`config.mk`:
```
export PLATFORM = sky130hd
export DESIGN_NAME = sprite_update_sched
export DESIGN_NICKNAME = d
export VERILOG_FILES = /design/src/rtl/sprite_update_sched.sv
export SDC_FILE = /design/constraint.sdc
export NUM_CORES = 1
export LEC_CHECK = 0
export CORE_UTILIZATION = 58
export DETAILED_ROUTE_END_ITERATION = 6
export GPL_TIMING_DRIVEN = 0
export PLACE_DENSITY = 0.89
export SLEW_MARGIN = 20
export SYNTH_ARGS = -nofsm -noshare
export SYNTH_HDL_FRONTEND = slang
export SYNTH_SLANG_ARGS = --single-unit
```
`constraint.sdc`:
```
create_clock -name clk -period 4.9 [get_ports clk]
set_clock_uncertainty 0.2 [all_clocks]
set_input_delay 0.735 -clock clk [delete_from_list [all_inputs] [get_ports clk]]
set_output_delay 0.735 -clock clk [all_outputs]
set_load 0.03 [all_outputs]
```
`src/rtl/sprite_update_sched.sv`:
```
// rtl/sprite_update_sched.sv - frame-atomic sprite register write scheduler
//
// Queues CPU register writes in a FIFO and replays them to the sprite
// register file only during vertical blanking, so a sprite never tears.
//
// Ports:
//   clk, rst_n        clock, synchronous active-low reset
//   enable            gates new vblank rises (FIFO keeps accepting)
//   flush             discard all queued entries
//   clear_status      clear sticky overflow / late_err
//   vblank            vertical-blank level from the timing generator
//   cpu_wr_*          CPU write request; ready = FIFO not full
//   reg_wr_*          registered write strobe/address/data to sprite regs
//   fifo_count        queued entries
//   commit_done       one-cycle pulse when a frame's batch fully applied
//   overflow          sticky: write dropped on full FIFO
//   late_err          sticky: vblank ended before the batch drained
module sprite_update_sched #(
    parameter int DEPTH  = 8,
    parameter int ADDR_W = 6,
    parameter int DATA_W = 16
) (
    input  logic                       clk,
    input  logic                       rst_n,
    input  logic                       enable,
    input  logic                       flush,
    input  logic                       clear_status,
    input  logic                       vblank,
    input  logic                       cpu_wr_valid,
    input  logic [ADDR_W-1:0]          cpu_wr_addr,
    input  logic [DATA_W-1:0]          cpu_wr_data,
    output logic                       cpu_wr_ready,
    output logic                       reg_wr_en,
    output logic [ADDR_W-1:0]          reg_wr_addr,
    output logic [DATA_W-1:0]          reg_wr_data,
    output logic [$clog2(DEPTH+1)-1:0] fifo_count,
    output logic                       commit_done,
    output logic                       overflow,
    output logic                       late_err
);
    localparam int PTR_W = $clog2(DEPTH);
    localparam int CNT_W = $clog2(DEPTH+1);

    typedef enum logic {
        IDLE   = 1'b0,
        COMMIT = 1'b1
    } state_t;

    state_t              state_q, state_d;
    logic [PTR_W-1:0]    wr_ptr_q, wr_ptr_d;
    logic [PTR_W-1:0]    rd_ptr_q, rd_ptr_d;
    logic [CNT_W-1:0]    count_q, count_d;
    logic [CNT_W-1:0]    pending_q, pending_d;
    logic                vblank_q;
    logic                reg_wr_en_q, reg_wr_en_d;
    logic [ADDR_W-1:0]   reg_wr_addr_q, reg_wr_addr_d;
    logic [DATA_W-1:0]   reg_wr_data_q, reg_wr_data_d;
    logic                commit_done_q, commit_done_d;
    logic                overflow_q, overflow_d;
    logic                late_err_q, late_err_d;

    logic [ADDR_W-1:0]   mem_addr_q [DEPTH];
    logic [DATA_W-1:0]   mem_data_q [DEPTH];

    logic push;
    logic pop;
    logic drop;
    logic rise;

    assign cpu_wr_ready = (count_q != CNT_W'(DEPTH));
    // flush beats a same-cycle push: the entry vanishes without counting as a drop
    assign push = cpu_wr_valid && cpu_wr_ready && !flush;
    assign drop = cpu_wr_valid && !cpu_wr_ready && !flush;
    assign rise = vblank && !vblank_q;
    assign pop  = (state_q == COMMIT) && (pending_q != '0) && vblank && !flush;

    always_comb begin
        state_d       = state_q;
        pending_d     = pending_q;
        commit_done_d = 1'b0;
        late_err_d    = late_err_q;
        overflow_d    = overflow_q;
        reg_wr_en_d   = pop;
        reg_wr_addr_d = reg_wr_addr_q;
        reg_wr_data_d = reg_wr_data_q;
        wr_ptr_d      = wr_ptr_q;
        rd_ptr_d      = rd_ptr_q;
        count_d       = count_q;

        if (clear_status) begin
            overflow_d = 1'b0;
            late_err_d = 1'b0;
        end
        if (drop) begin
            overflow_d = 1'b1;
        end

        case (state_q)
            IDLE: begin
                // Snapshot excludes this cycle's push, so it waits a frame
                if (rise && enable) begin
                    state_d   = COMMIT;
                    pending_d = count_q;
                end
            end
            COMMIT: begin
                if (pending_q == '0) begin
                    state_d       = IDLE;
                    commit_done_d = 1'b1;
                end else if (!vblank) begin
                    state_d    = IDLE;
                    pending_d  = '0;
                    late_err_d = 1'b1;
                end else begin
                    pending_d = pending_q - CNT_W'(1);
                end
            end
            default: state_d = IDLE;
        endcase

        if (pop) begin
            reg_wr_addr_d = mem_addr_q[rd_ptr_q];
            reg_wr_data_d = mem_data_q[rd_ptr_q];
            rd_ptr_d      = rd_ptr_q + PTR_W'(1);
        end
        if (push) begin
            wr_ptr_d = wr_ptr_q + PTR_W'(1);
        end
        count_d = count_q + CNT_W'(push) - CNT_W'(pop);

        if (flush) begin
            state_d       = IDLE;
            pending_d     = '0;
            commit_done_d = 1'b0;
            count_d       = '0;
            rd_ptr_d      = '0;
            wr_ptr_d      = '0;
        end
    end

    always_ff @(posedge clk) begin
        if (!rst_n) begin
            state_q       <= IDLE;
            wr_ptr_q      <= '0;
            rd_ptr_q      <= '0;
            count_q       <= '0;
            pending_q     <= '0;
            vblank_q      <= 1'b0;
            reg_wr_en_q   <= 1'b0;
            reg_wr_addr_q <= '0;
            reg_wr_data_q <= '0;
            commit_done_q <= 1'b0;
            overflow_q    <= 1'b0;
            late_err_q    <= 1'b0;
        end else begin
            state_q       <= state_d;
            wr_ptr_q      <= wr_ptr_d;
            rd_ptr_q      <= rd_ptr_d;
            count_q       <= count_d;
            pending_q     <= pending_d;
            vblank_q      <= vblank;
            reg_wr_en_q   <= reg_wr_en_d;
            reg_wr_addr_q <= reg_wr_addr_d;
            reg_wr_data_q <= reg_wr_data_d;
            commit_done_q <= commit_done_d;
            overflow_q    <= overflow_d;
            late_err_q    <= late_err_d;
        end
    end

    // Storage needs no reset; occupancy is tracked by the pointers
    always_ff @(posedge clk) begin
        if (rst_n && push) begin
            mem_addr_q[wr_ptr_q] <= cpu_wr_addr;
            mem_data_q[wr_ptr_q] <= cpu_wr_data;
        end
    end

    assign reg_wr_en   = reg_wr_en_q;
    assign reg_wr_addr = reg_wr_addr_q;
    assign reg_wr_data = reg_wr_data_q;
    assign fifo_count  = count_q;
    assign commit_done = commit_done_q;
    assign overflow    = overflow_q;
    assign late_err    = late_err_q;
endmodule

```
==> impl_metrics.env <==
export IMPL_cp_data_arrival_time_ns=3.24
export IMPL_synth_cell_type_count=44
export IMPL_rrSetupSlack_ns=1.85
export IMPL_grt_usage=0.251
export IMPL_syn2layout_area_growth_pct=20.3
export IMPL_rr_worst_depth=8
export IMPL_cts_clk_slew_worst_paths_ns=0.06
export IMPL_viasPerCell=6.12
export IMPL_worst_ep_required_time_ns=4.90
export IMPL_synth_top_area_frac=0.636
export IMPL_max_freq_mhz=309
export IMPL_syn_avg_cell_area_um2=18.6
export IMPL_synth_edf_count=176
export IMPL_gp_congestion=0.828
export IMPL_ys_seq_area_frac=0.738
export IMPL_clock_path_buffers=3
export IMPL_dp_final_hpwl_um=11400
export IMPL_drv_slew=0
export IMPL_antenna_found_initial=0
export IMPL_antennaDiodeCount=0
export IMPL_postSynthCellCount=447
export IMPL_status="finished clean"
export IMPL_peakVddDrop_mv=0.310
export IMPL_drive_above_1_share=0.198
export IMPL_synth_top_cell_by_area="edfxtp_1"
export IMPL_wl_um=17600
export IMPL_core_area_um2=13900
export IMPL_htree_levels=1
export IMPL_io_buffers=58
export IMPL_ys_async_sr_fraction=0
export IMPL_tightest_slew_ns=0.784
export IMPL_worstReg2RegEnd="mem_data_q[1][4]"
export IMPL_drt_antenna_violating_nets=0
export IMPL_die_w_um=122
export IMPL_cts_buffers_inserted=21
export IMPL_grt_pass1_vias=4778
export IMPL_ys_top_cells_by_count="176 x edfxtp_1, 51 x nand2_1, 42 x dfxtp_1"
export IMPL_wire_per_inst_um=23.7
export IMPL_p_total_uw=3600
export IMPL_synth_most_common_cell="edfxtp_1"
export IMPL_vias=4556
export IMPL_period_minus_slack_ns=3.24
export IMPL_drtIter0Drc=493
export IMPL_endpoint_kind="flop"
export IMPL_drc=0
export IMPL_fin_nets=589
export IMPL_crit_fanout=7
export IMPL_slew_headroom=0.473
export IMPL_power_density_nw_per_um2=360
export IMPL_post_cts_buffers=0
export IMPL_worstReg2RegStart="fifo_count[2]"
export IMPL_drt_pass1_iter_count=6
export IMPL_ys_warnings_count=0
export IMPL_start_kind="input port"
export IMPL_hold_class="reg -> reg"
export IMPL_final_setup_tns_ns=0
export IMPL_min_to="reg_wr_data[0]"
export IMPL_ctsResizeCount=0
export IMPL_io_pins=60
export IMPL_synth_seq_cells=218
export IMPL_cts_tree="yes"
export IMPL_yosys_top_cells_area="edfxtp_1 64%, dfxtp_1 10%, mux4_2 8.7%"
export IMPL_crit_type="in -> reg"
export IMPL_clk_latency_ns=0.49
export IMPL_grt_pass1_wl_um=26700
export IMPL_placed_cell_area_um2=9360
export IMPL_start_util=0.596
export IMPL_seq_area_um2=6130
export IMPL_hold_viol_final=0
export IMPL_synth_area_um2=8300
export IMPL_ctsHoldBuffers=0
export IMPL_nFillCells=801
export IMPL_p_leak_uw=0.00338
export IMPL_holdWs_ns=0.236
export IMPL_hold_depth=2
export IMPL_die_h_um=122
export IMPL_drv_cap=0
export IMPL_min_period_over_period=0.661
export IMPL_setup_violations_final=0
export IMPL_cts_sinks=218
export IMPL_rsz0062_at_grt="no"
export IMPL_synth_nets=486
export IMPL_cts_root_buf="clkbuf_16"
export IMPL_min_from="reg_wr_data[0]"
export IMPL_grt_ovfl_total=0
export IMPL_grt_max_degree=17
export IMPL_stdcell_area_um2=9990
export IMPL_multi_input_area_um2=2050
export IMPL_synthFlopType="edfxtp_1"
export IMPL_rows=43
export IMPL_die_area_um2=14800
worst max-delay path: stages:
cell,delay (ns)
clkdlybuf4s50_1,0.51
nor2b_1,0.38
nand2_1,0.31
nor4_2,0.73
buf_2,0.35
buf_4,0.21
where the power goes:
| part | internal [µW] | switching (µW) |
|---|---|---|
| sequential | 2010 | 5.24 |
| clock | 845 | 650 |
| combinational | 38.4 | 51.8 |
logic make-up (layout without fill, tap and decap cells):
| family | count (synthesis) | in the layout | share of synthesized area |
|---|---|---|---|
| compound gates | 44 | 44 | 0.0389 |
| xor+xnor | 6 | 6 | 0.00633 |
| fa+ha+maj | 10 | 10 | 0.0160 |
| buf+inv | 31 | 149 | 0.0211 |
| flops | 218 | 218 | 0.738 |
| mux | 44 | 44 | 0.125 |
| simple gates | 94 | 94 | 0.0553 |
registers in the layout, indices dropped and copies added (netlist names), 3 cells and up:
register,count
fifo_count,4
mem_addr_q,48
mem_data_q,128
pending_q,4
rd_ptr_q,3
reg_wr_addr,6
reg_wr_data,16
wr_ptr_q,3
per-stage QoR:
step                utilization  std cells  setup slack (ns)
finish                    0.717        745              1.66
global route              0.717        745              1.56
CTS                       0.717        745              1.73
detailed placement        0.672        707              1.26
global placement          0.654        685             -1.85
floorplan                     -        447             0.426
worst max-delay path by stage:
stage,from,end
global placement,flush,mem_data_q[2][1]
detailed placement,flush,mem_data_q[1][5]
finish,flush,mem_data_q[1][4]
floorplan,fifo_count[2],mem_addr_q[1][0]
CTS,flush,mem_data_q[1][4]
global route,flush,mem_data_q[1][4]
layout make-up:
cell class | count | area share
Sequential cell | 218 | 0.613
Multi-Input combinational cell | 198 | 0.205
Timing Repair Buffer | 80 | 0.0782
Clock buffer | 26 | 0.0545
Tap cell | 180 | 0.0225
Buffer | 20 | 0.0134
Clock inverter | 12 | 0.00864
Inverter | 11 | 0.00413
metal layers:
layer | vias to the layer above | wire (µm) | share of wire | GRT usage
met1 | 2316 | 6680 | 0.38 | 0.314
met4 | 0 | 525 | 0.030 | 0.107
li1 | 1987 | - | - | -
met3 | 40 | 1060 | 0.060 | 0.0384
met5 | - | 0 | 0 | 0
met2 | 213 | 9380 | 0.53 | 0.439
layout by cell type (no fill, tap or decap), types with 2 or more instances in the layout:
cell	count
edfxtp_1	176
clkdlybuf4s50_1	58
nand2_1	51
dfxtp_1	42
mux4_2	32
a22oi_1	21
clkbuf_16	21
buf_4	15
buf_2	13
nor2_1	12
mux4_1	12
inv_1	11
clkbuf_1	10
ha_1	9
a21oi_1	7
buf_6	6
nor3_2	5
clkinv_2	5
nand3_1	4
xor2_1	4
clkinv_1	4
or3b_1	3
nor4_2	3
nand2b_1	3
and2_1	3
o21ai_1	3
nor3_1	3
nor2b_1	2
nor2_4	2
xnor2_1	2
buf_16	2
(Power assumes the default switching activity.)
